## config.mk

```make
export PLATFORM = sky130hd
export DESIGN_NAME = register_file
export DESIGN_NICKNAME = d
export VERILOG_FILES = /design/src/rtl/register_file_pkg.sv /design/src/rtl/regfile_read_port.sv /design/src/rtl/register_file.sv
export SDC_FILE = /design/constraint.sdc
export NUM_CORES = 2
export LEC_CHECK = 0
export CAP_MARGIN = 20
export CORE_MARGIN = 2
export CORE_UTILIZATION = 30
export DETAILED_ROUTE_END_ITERATION = 6
export PLACE_DENSITY_LB_ADDON = 0.2
export SLEW_MARGIN = 40
export SYNTH_ARGS = -nofsm -noshare
export SYNTH_HDL_FRONTEND = slang
export SYNTH_SLANG_ARGS = --single-unit
```

## constraint.sdc

```tcl
create_clock -name clk -period 4.2 [get_ports clk]
set_clock_uncertainty 0.15 [all_clocks]
set_input_delay 0.42 -clock clk [delete_from_list [all_inputs] [get_ports clk]]
set_output_delay 0.42 -clock clk [all_outputs]
set_load 0.05 [all_outputs]
```

## src/rtl/register_file_pkg.sv

```systemverilog
// Shared sizing constants for the 2-read / 1-write register file.
package register_file_pkg;
    localparam int DATA_W   = 32;
    localparam int ADDR_W   = 5;
    localparam int DEPTH    = 2 ** ADDR_W;
    localparam int ZERO_REG = 0;
endpackage

```

## src/rtl/regfile_read_port.sv

```systemverilog
// One combinational read multiplexer; address 0 and an active reset both read as zero.
module regfile_read_port
    import register_file_pkg::*;
#(
    parameter int DATA_W = register_file_pkg::DATA_W,
    parameter int ADDR_W = register_file_pkg::ADDR_W
) (
    input  logic              rst_n_i,
    input  logic [DATA_W-1:0] entries_i [2**ADDR_W],
    input  logic [ADDR_W-1:0] addr_i,
    output logic [DATA_W-1:0] data_o
);

    always_comb begin
        data_o = '0;
        if (rst_n_i && (addr_i != ADDR_W'(ZERO_REG))) begin
            data_o = entries_i[addr_i];
        end
    end

endmodule

```

## src/rtl/register_file.sv

```systemverilog
// Register file: one synchronous write port, two asynchronous read ports, entry 0 hardwired to zero.
module register_file
    import register_file_pkg::*;
#(
    parameter int DATA_W = register_file_pkg::DATA_W,
    parameter int ADDR_W = register_file_pkg::ADDR_W
) (
    input  logic              clk,
    input  logic              reset,
    input  logic              w_enable,
    input  logic [ADDR_W-1:0] data_addr,
    input  logic [DATA_W-1:0] data_in,
    input  logic [ADDR_W-1:0] data_addr1,
    input  logic [ADDR_W-1:0] data_addr2,
    output logic [DATA_W-1:0] data_out1,
    output logic [DATA_W-1:0] data_out2
);

    localparam int NUM_REGS = 2 ** ADDR_W;

    logic [DATA_W-1:0]   mem_q [NUM_REGS];
    logic [NUM_REGS-1:0] wrSel_d;

    // One-hot write select; the zero register is never selected.
    always_comb begin
        wrSel_d = '0;
        if (w_enable && (data_addr != ADDR_W'(ZERO_REG))) begin
            wrSel_d[data_addr] = 1'b1;
        end
    end

    always_ff @(posedge clk or negedge reset) begin
        if (!reset) begin
            for (int i = 0; i < NUM_REGS; i++) begin
                mem_q[i] <= '0;
            end
        end else begin
            for (int i = 1; i < NUM_REGS; i++) begin
                if (wrSel_d[i]) begin
                    mem_q[i] <= data_in;
                end
            end
        end
    end

    regfile_read_port #(
        .DATA_W (DATA_W),
        .ADDR_W (ADDR_W)
    ) u_read_port1 (
        .rst_n_i   (reset),
        .entries_i (mem_q),
        .addr_i    (data_addr1),
        .data_o    (data_out1)
    );

    regfile_read_port #(
        .DATA_W (DATA_W),
        .ADDR_W (ADDR_W)
    ) u_read_port2 (
        .rst_n_i   (reset),
        .entries_i (mem_q),
        .addr_i    (data_addr2),
        .data_o    (data_out2)
    );

endmodule

```

==> impl_metrics.py <==
metrics = {
    "synth": {
        "yosys.area.top_type": "dfrtp_1",
        "syn-num-nets": 3782,
        "ys_seq_elements": 992,
        "synth_top_cell_area_share": 0.455,
        "synth_cell_types": 51,
        "ys.flop_type": "dfrtp_1",
        "async_flop_share": 1.00,
        "synthTopCellsByArea": "dfrtp_1 46%, mux2_2 23%, mux4_2 14%",
        "synth-edff-count": 0,
        "ys_warn_count": 32,
        "ys_seq_area_frac": 0.455,
        "synthesis.area_per_instance_sq_um": 14.6,
        "netlist_instances": 3732,
        "syn_area_sq_mm": 0.0545,
    },
    "floorplan": {
        "core_area_sq_mm": 0.181,
        "die_y_um": 430,
        "io_pins": 114,
        "start_util": 0.302,
        "die_x_um": 430,
        "rows": 156,
        "die-area_sq_mm": 0.185,
    },
    "sta": {
        "fin_ws_ns": 0.491,
        "finalCritPeriodShare": 0.883,
        "setup_viol": 0,
        "worst_pin_slew_ns": 0.884,
        "period_minus_slack_ns": 3.71,
        "slew_violations": 0,
        "rsz0062_at_grt": "no",
        "finalHoldViolCount": 0,
        "relSlewSlack": 0.409,
        "holdWs_ns": 0.0280,
        "max_freq_mhz": 270,
        "tns_ns": 0,
    },
    "place": {
        "dp_hpwl_um": 124000,
        "routabilityCongestion": 0.795,
        "place_ws_ns": 0.567,
        "dpl.cell_count": 6017,
        "portBuffers": 113,
    },
    "cts": {
        "clock_latency_ns": 0.73,
        "clkTransAtPathRegs_ns": 0.06,
        "root_buffer": "clkbuf_16",
        "cts_htree_levels": 3,
        "cts_sinks": 992,
        "clockBufferDepth": 3,
        "postCtsSetupBuffers": 0,
        "cts_tree": "built",
        "cts_buffers": 111,
    },
    "final_layout": {
        "instances_no_fill": 6223,
        "largest_register": "mem_q",
        "final_core_util": 0.351,
        "largest_reg_flops": 992,
        "area_growth_pct": 16.3,
        "fin_nets": 3812,
        "drive_gt1_frac": 0.534,
        "top_regs": "mem_q (992)",
    },
    "setup_path": {
        "critPathRequiredTime_ns": 3.63,
        "path_cells": "dlygate4sd3_1 -> buf_8 -> and2_1 -> buf_4 -> nand2_1 -> a222oi_1 -> buf_12",
        "worstPathArrival_ns": 3.14,
        "worstPathMaxFanout": 24,
        "worstSetupPathType": "input port to primary output",
        "cp_top_family": "buffers and inverters",
        "crit_buf_inv": 4,
        "endpoint_kind": "primary output",
        "cp_slowest_cell": "a222oi_1",
        "crit_path_start_kind": "input port",
        "slowest_delay_ns": 0.77,
    },
    "run_status": {
        "status": "finished, final reports clean",
    },
    "run": {
        "maxCapViolCount": 0,
    },
    "pwr": {
        "power_density_mw_per_mm2": 471,
        "ir_drop_mv": 0.334,
        "leakage_nw": 27.0,
    },
    "detailed_routing": {
        "drt_first_pass_iters": 6,
        "wl_um": 204000,
        "vias_per_cell": 5.62,
        "route.detailed.drc": 0,
        "drt-initial-drc-count": 2603,
        "antenna_left": 0,
        "vias": 35000,
        "wl_per_cell_um": 32.7,
    },
    "global_routing": {
        "grt_pass1_wl_um": 291000,
        "grt.total_usage": 0.219,
        "antenna_found_initial": 10,
        "first_global_vias": 36200,
        "grt_max_degree": 129,
        "grt_overflow": 0,
    },
    "worst_hold_path": {
        "hold_class": "input port to async pin",
    },
}
==> routing by layer <==
layer / GRT usage / vias up / routed length (um) / part of all wire
li1: - / 14400 / - / -
met1: 0.292 / 19300 / 88700 / 0.44
met2: 0.368 / 904 / 99900 / 0.49
met3: 0.0242 / 310 / 7720 / 0.038
met4: 0.0803 / 4 / 7430 / 0.036
met5: 0 / - / 26 / 0.00013
==> report_power, final <==
group          switching (W)  total, W  internal, W
Sequential           0.00135    0.0128       0.0114
Clock                0.00423    0.0105      0.00624
Combinational        0.00290   0.00662      0.00372
Total                0.00849    0.0299       0.0214
==> kinds of logic after synthesis <==
group / Yosys count / synth area share
and+or+nand+nor: 288 / 0.0267
buffers and inverters: 405 / 0.0418
AOI/OAI and AO/OA: 333 / 0.0555
muxes: 1714 / 0.421
DFF: 992 / 0.455
==> cell usage after synthesis, types with 3 or more instances <==
library cell,n
a2111oi_0,7
a2111oi_1,5
a2111oi_2,38
a211oi_1,3
a211oi_2,29
a21oi_1,50
a221o_1,63
a222oi_1,13
a22oi_1,36
a32oi_1,18
and2_1,3
buf_1,49
buf_12,6
buf_2,82
buf_4,44
buf_6,47
buf_8,3
clkbuf_1,168
clkbuf_2,3
dfrtp_1,992
inv_1,3
mux2_1,20
mux2_2,1099
mux2i_1,247
mux4_2,346
nand2_1,66
nand2b_1,34
nand3b_1,4
nand4_1,13
nor2_1,78
nor2_2,5
nor2b_1,39
nor3b_1,4
nor4_1,32
o21a_1,32
o22ai_1,32
==> path summary, 6_finish.rpt <==
path / from / end / slack, ns / cells past startpoint
worst max-delay path: reset / data_out1[2] / 0.49 / 7
worst min-delay path: reset / mem_q[364]$_DFFE_PN0P_ / 0.03 / 2
worst max register to register: mem_q[941]$_DFFE_PN0P_ / mem_q[941]$_DFFE_PN0P_ / 3.19 / 1
worst min register to register: mem_q[380]$_DFFE_PN0P_ / mem_q[380]$_DFFE_PN0P_ / 0.36 / 1
max in group asynchronous: reset / mem_q[683]$_DFFE_PN0P_ / 1.83 / 5
min in group clk: data_in[3] / mem_q[707]$_DFFE_PN0P_ / 0.18 / 2
==> area by class of cell <==
cell class | count | area (sq um)
clock inverters | 41 | 593
diodes | 3 | 7.51
well taps | 2370 | 2970
multi-input cells | 2335 | 27800
flip-flops and latches | 992 | 24800
repair buffers | 319 | 3940
fillers | 17200 | 117000
inverters | 3 | 12.5
clock buffers | 160 | 3270
==> through the flow <==
stage / power (W) / cell area [sq um]
global placement: 0.0195 / 59500
global route: 0.0311 / 63400
floorplan: 0.0172 / 54500
finish: 0.0299 / 63400
CTS: 0.0301 / 63400
detailed placement: 0.0196 / 59500
==> repair_timing <==
item                                   4_1_cts  5_1_grt
hold buffers                                 1        0
endpoints found under the hold margin      330        0
gates resized for setup                      0        0
==> placed cells by master (no fill, tap or decap), types with 11 or more instances in the layout <==
cell             count
mux2i_1            247
a2111oi_2           36
clkbuf_8            27
mux2_1              20
nand2b_1            31
clkbuf_16          113
dfrtp_1            992
nor2_4              16
a22oi_1             36
buf_2               30
clkinv_2            21
a221o_1             63
nand2_4             12
nor4_1              32
nor2b_1             33
a222oi_1            13
mux2_2            1099
a211oi_2            29
nand4_1             13
a32oi_1             18
nor2_1              66
clkdlybuf4s50_1     11
buf_12             120
bufinv_16           14
nand2_1             48
o21a_1              32
mux4_2             346
o22ai_1             32
buf_4              147
a21oi_1             50
clkbuf_1            20
(Power assumes the default switching activity.)
